[src/rtl/cal_lut_pkg.sv]
// Shared constants, FSM state type and bit-count helper
// for the calibration LUT serial loader.
package cal_lut_pkg;

  localparam int N_ADDR_DEF = 7;
  localparam int N_LUT_DEF  = 7;

  typedef enum logic [1:0] {
    IDLE,
    LOW,
    HIGH,
    FINISH
  } state_t;

  function automatic int total_bits(input int n_addr,
                                    input int n_lut);
    return (1 << n_addr) * n_lut;
  endfunction

endpackage

[src/rtl/cal_lut_loader_divider.sv]
// Phase counter for cal_clk: strobes phase_end on the last
// clk cycle of each HALF_PERIOD-long phase.
module cal_lut_loader_divider
  import cal_lut_pkg::*;
#(
  parameter int HALF_PERIOD = 2
) (
  input  logic clk,
  input  logic reset,
  input  logic run,
  output logic phase_end
);

  localparam int CW = (HALF_PERIOD > 1) ?
                      $clog2(HALF_PERIOD) : 1;

  logic [CW-1:0] cnt;

  assign phase_end = run &&
                     (cnt == CW'(HALF_PERIOD - 1));

  always_ff @(posedge clk) begin
    if (reset || !run || phase_end)
      cnt <= '0;
    else
      cnt <= cnt + 1'b1;
  end

endmodule

[src/rtl/cal_lut_loader.sv]
// Calibration LUT table + serial shifter to the sensor.
// Option: CAL_LUT_LOADER_AUTO_ENA_EN gates cal_ena on a completed load.
module cal_lut_loader
  import cal_lut_pkg::*;
#(
  parameter int N_ADDR      = N_ADDR_DEF,
  parameter int N_LUT       = N_LUT_DEF,
  parameter int HALF_PERIOD = 2
) (
  input  logic              clk,
  input  logic              reset,
  input  logic              wr_en,
  input  logic [N_ADDR-1:0] wr_addr,
  input  logic [N_LUT-1:0]  wr_data,
  input  logic              start,
  input  logic              cal_ena_req,
  output logic              busy,
  output logic              done,
  output logic              cal_clk,
  output logic              cal_dat,
  output logic              cal_ena
);

  localparam int DEPTH  = 1 << N_ADDR;
  localparam int N_BITS = total_bits(N_ADDR, N_LUT);
  localparam int IW     = $clog2(N_BITS);
  localparam int BW     = (N_LUT > 1) ? $clog2(N_LUT) : 1;

  state_t state;

  logic [N_LUT-1:0]  lut [DEPTH];
  logic [IW-1:0]     idx;
  logic [N_ADDR-1:0] ent;
  logic [BW-1:0]     bsel;
  logic [N_ADDR-1:0] nxt_ent;
  logic [BW-1:0]     nxt_bit;
  logic              phase_end;
  logic              run;
  logic              last;

  assign run  = (state == LOW) || (state == HIGH);
  assign last = (idx == IW'(N_BITS - 1));

  cal_lut_loader_divider #(
    .HALF_PERIOD(HALF_PERIOD)
  ) u_div (
    .clk      (clk),
    .reset    (reset),
    .run      (run),
    .phase_end(phase_end)
  );

  always_ff @(posedge clk) begin
    if (reset) begin
      for (int i = 0; i < DEPTH; i++)
        lut[i] <= '0;
    end else if (wr_en && state == IDLE) begin
      lut[wr_addr] <= wr_data;
    end
  end

  // Entry counts down once the bit counter has covered the entry
  always_comb begin
    nxt_ent = ent;
    nxt_bit = bsel - 1'b1;
    if (bsel == '0) begin
      nxt_ent = ent - 1'b1;
      nxt_bit = BW'(N_LUT - 1);
    end
  end

  always_ff @(posedge clk) begin
    if (reset) begin
      state   <= IDLE;
      busy    <= 1'b0;
      done    <= 1'b0;
      cal_clk <= 1'b0;
      cal_dat <= 1'b0;
      idx     <= '0;
      ent     <= '1;
      bsel    <= BW'(N_LUT - 1);
    end else begin
      done <= 1'b0;
      unique case (state)
        IDLE: begin
          cal_clk <= 1'b0;
          cal_dat <= 1'b0;
          busy    <= 1'b0;
          if (start) begin
            state   <= LOW;
            busy    <= 1'b1;
            idx     <= '0;
            ent     <= '1;
            bsel    <= BW'(N_LUT - 1);
            cal_dat <= lut[DEPTH-1][N_LUT-1];
          end
        end
        LOW: begin
          if (phase_end) begin
            state   <= HIGH;
            cal_clk <= 1'b1;
          end
        end
        HIGH: begin
          if (phase_end) begin
            cal_clk <= 1'b0;
            if (last) begin
              state   <= FINISH;
              cal_dat <= 1'b0;
              busy    <= 1'b0;
              done    <= 1'b1;
              idx     <= '0;
              ent     <= '1;
              bsel    <= BW'(N_LUT - 1);
            end else begin
              state   <= LOW;
              idx     <= idx + 1'b1;
              ent     <= nxt_ent;
              bsel    <= nxt_bit;
              cal_dat <= lut[nxt_ent][nxt_bit];
            end
          end
        end
        FINISH: begin
          state <= IDLE;
        end
      endcase
    end
  end

`ifdef CAL_LUT_LOADER_AUTO_ENA_EN
  logic loaded;

  always_ff @(posedge clk) begin
    if (reset) begin
      loaded  <= 1'b0;
      cal_ena <= 1'b0;
    end else begin
      cal_ena <= cal_ena_req & loaded;
      if (state == IDLE && start)
        loaded <= 1'b0;
      else if (state == FINISH)
        loaded <= 1'b1;
    end
  end
`else
  always_ff @(posedge clk) begin
    if (reset)
      cal_ena <= 1'b0;
    else
      cal_ena <= cal_ena_req;
  end
`endif

endmodule

[config.mk]
export PLATFORM = sky130hd
export DESIGN_NAME = cal_lut_loader
export DESIGN_NICKNAME = d
export VERILOG_FILES = /design/src/rtl/cal_lut_pkg.sv /design/src/rtl/cal_lut_loader_divider.sv /design/src/rtl/cal_lut_loader.sv
export SDC_FILE = /design/constraint.sdc
export NUM_CORES = 1
export LEC_CHECK = 0
export CAP_MARGIN = 20
export CORE_ASPECT_RATIO = 1.5
export CORE_MARGIN = 4
export CORE_UTILIZATION = 52
export CTS_CLUSTER_DIAMETER = 150
export CTS_CLUSTER_SIZE = 28
export DETAILED_ROUTE_END_ITERATION = 6
export MAX_ROUTING_LAYER = met4
export PLACE_DENSITY_LB_ADDON = 0.08
export SETUP_SLACK_MARGIN = 0.05
export SLEW_MARGIN = 25
export SYNTH_ARGS = -nofsm -noshare
export SYNTH_HDL_FRONTEND = slang
export SYNTH_SLANG_ARGS = --single-unit
[constraint.sdc]
create_clock -name clk -period 6.4 [get_ports clk]
set_clock_uncertainty 0.2 [all_clocks]
set_input_delay 1.28 -clock clk [delete_from_list [all_inputs] [get_ports clk]]
set_output_delay 1.28 -clock clk [all_outputs]
set_load 0.01 [all_outputs]
==> impl_metrics.csv <==
group,metric,value,unit
logic_synthesis,synth_nets,3939,
pwr,p_leak,17.4,nW
final_layout,fin_util,55.1,%
clock_network,cts_buffers,38,
logic_synthesis,synth-xor-area-share,0.486,%
clock_network,path_clk_slew,0.12,ns
sta,drv_slew,0,
sta,setup_tns,0,ns
die,num_rows,131,
place,dp_hpwl,93400,um
clock_network,ctsHoldBuffers,0,
global_routing,gr-total-overflow,0,
clock_network,tritoncts,"yes",
pwr,p_total,0.0117,W
worst_setup_path,cp-end-kind,"flop",
final_layout,drive_gt1_share,8.81,%
pwr,peakVddDrop,0.208,mV
routing,drc_errors,0,
clock_network,htree_levels,2,
logic_synthesis,synth_fa_ha_area_share,0.225,%
sta,rsz0062_at_grt,"false",
die,die_w,247,um
min_path,hold_path.class,"reg2reg",
logic_synthesis,synth_top_family_by_area,"simple AND/OR/NAND/NOR gates",
sta,period_needed,5.04,ns
routing,via_per_inst,6.20,
routing,num_vias,30400,
logic_synthesis,ys.flop_type,"edfxtp_1",
logic_synthesis,avgSynthCellArea,11.4,um^2
worst_setup_path,cp_data_arrival_time,5.39,ns
logic_synthesis,yosysUniqueCellTypes,77,
logic_synthesis,ys_seq_area_share,61.7,%
worst_setup_path,crit_required,6.75,ns
clock_network,clock-root-buffer,"clkbuf_16",
routing,wl,142000,um
sta,fin_crit_sh,78.7,%
global_routing,grt_pass1_vias,30200,
final_layout,final_cell_mix,"edfxtp_1, and2_1, nand2_1",
routing,firstDrtPassIters,6,
global_routing,grt_pass1_wl,206000,um
outcome,status,"finished clean",
die,io_pins,24,
logic_synthesis,yosysTopAreaCellShare,60.4,%
place,io_buffers,23,
place,gp_congestion,0.966,
final_layout,area_delta_synth_final,5.23,%
die,initial_core_util,52.3,%
global_routing,antenna_found_initial,0,
clock_network,cts_resized,0,
clock_network,cts_setup_buffers,0,
logic_synthesis,async_flop_share,0,%
sta,relSlewSlack,24.8,%
logic_synthesis,synth.largest_area_cell,"edfxtp_1",
final_layout,layout_commonest_cell,"edfxtp_1",
die,die_h,366,um
logic_synthesis,syn_inst,3912,
worst_setup_path,cp_max_fo,26,
die,core,85100,um^2
die,die_area,90500,um^2
pwr,power.density,249,nW/um^2
sta,hold_viol,0,
sta,setup_viol,0,
logic_synthesis,synth.mux.area_fraction,4.04,%
logic_synthesis,yosysWarnings,0,
logic_synthesis,ys_top_cells_by_area,"edfxtp_1, and2_1, nand2_1",
worst_setup_path,start_kind,"flop",
worst_setup_path,crit_type,"reg2reg",
logic_synthesis,yosys_register_bits,924,
sta,fmax,0.199,GHz
clock_network,cts_sinks,924,
clock_network,clk_path_buf_depth,3,
final_layout,fin_nets,3790,
routing,drt-initial-drc-count,3443,
clock_network,insertion_delay,0.63,ns
global_routing,grtUsageTotal,31.9,%
routing,wl_per_cell,29.0,um
logic_synthesis,synth_edf_count,896,
logic_synthesis,synthSimpleGateAreaFrac,26.1,%
sta,tightest_slew,1.13,ns
logic_synthesis,synth_compound_area_share,4.60,%
logic_synthesis,netlist_area,44500,um^2
global_routing,grt_max_degree,82,
run,max_cap_violations,0,
routing,ant_nets,0,
-- path summary, 6_finish.rpt --
path                            cells after the start      end     from  slack [ns]
worst min register to register                      2     busy     busy        0.29
worst min-delay path                                2     busy     busy        0.29
worst max-delay path                               13  cal_dat  bsel[0]        1.36
worst max register to register                     13  cal_dat  bsel[0]        1.36
-- registers in the layout, indices dropped and copies added (netlist names) --
| register | cells |
|---|---|
| cal_ena | 1 |
| cal_dat | 1 |
| lut | 896 |
| bsel | 3 |
| cal_clk | 1 |
| done | 1 |
| ent | 7 |
| state | 2 |
| u_div.cnt | 1 |
| idx | 10 |
| busy | 1 |
-- Yosys cell counts (4+ instances only) --
cell type,count
nor3_1,16
a2111oi_0,7
dfxtp_1,28
a22oi_1,16
a21oi_1,78
o2111ai_1,4
nand2b_1,7
xnor2_1,13
a32oi_1,29
nor4_1,9
clkbuf_1,193
mux2i_1,83
a32o_1,5
ha_1,8
nand2_1,623
mux4_2,36
buf_1,26
inv_1,10
a211oi_1,7
mux2_2,14
and2_1,850
buf_4,6
nor2_1,171
o31ai_1,4
or2_2,121
a221oi_1,12
o211ai_1,15
a311oi_1,4
nand3_1,262
a31oi_1,41
nor2b_1,15
o22ai_1,12
edfxtp_1,896
buf_2,56
buf_6,6
xor2_1,8
o21ai_0,28
nand4_1,55
and3_1,72
a21o_1,11
-- stage by stage --
stage               instances  hold slack (ns)  setup slack [ns]  area (um^2)
global route             4908            0.319              1.16        46800
CTS                      4908            0.296              1.43        46800
finish                   4909            0.291              1.36        46900
global placement         4851            0.266              1.45        45700
floorplan                3912            0.255              2.98        44500
detailed placement       4853            0.279              1.47        45800
-- logic make-up (layout without fill, tap and decap cells) --
| family | after synthesis | after routing |
|---|---|---|
| other cells | 0 | 1 |
| buf+inv | 297 | 163 |
| simple gates | 2225 | 2225 |
| flops | 924 | 924 |
| mux | 133 | 133 |
| compound gates | 302 | 302 |
| xor+xnor | 23 | 23 |
| fa+ha+maj | 8 | 8 |
-- per-layer routing --
metal	up-vias	track usage, %	wire [um]
met2	1321	53.9	72600
met1	15400	38.0	52100
met5	-	-	0
met4	0	15.4	8380
li1	13400	-	-
met3	357	3.96	9420
-- worst max-delay path, stage by stage, from the launching register on --
cell and delay, ns:
dfxtp_1 0.41, inv_1 0.13, ha_1 0.31, nand2b_1 0.49, a21boi_4 0.78, buf_4 0.51, nand2_1 0.39, a21oi_1 0.27
nor4_1 0.12, o21ai_0 0.50, a2bb2oi_1 0.12, o311ai_0 0.30, o311ai_1 0.16, o31ai_1 0.24
-- report_power, final --
part | internal (W) | total (W) | switching (W)
Combinational | 0.000439 | 0.00169 | 0.00125
Clock | 0.00119 | 0.00306 | 0.00187
Sequential | 0.00682 | 0.00692 | 0.0000995
Total | 0.00845 | 0.0117 | 0.00322
-- area by class of cell --
cell class | instances | area [um^2]
multi-input cells | 2691 | 16000
diodes | 1 | 2.50
repair buffers | 98 | 878
inverters | 10 | 37.5
clock buffers | 55 | 1080
flip-flops and latches | 924 | 27500
well taps | 1130 | 1410
fillers | 7267 | 38200
(Power assumes the default switching activity.)
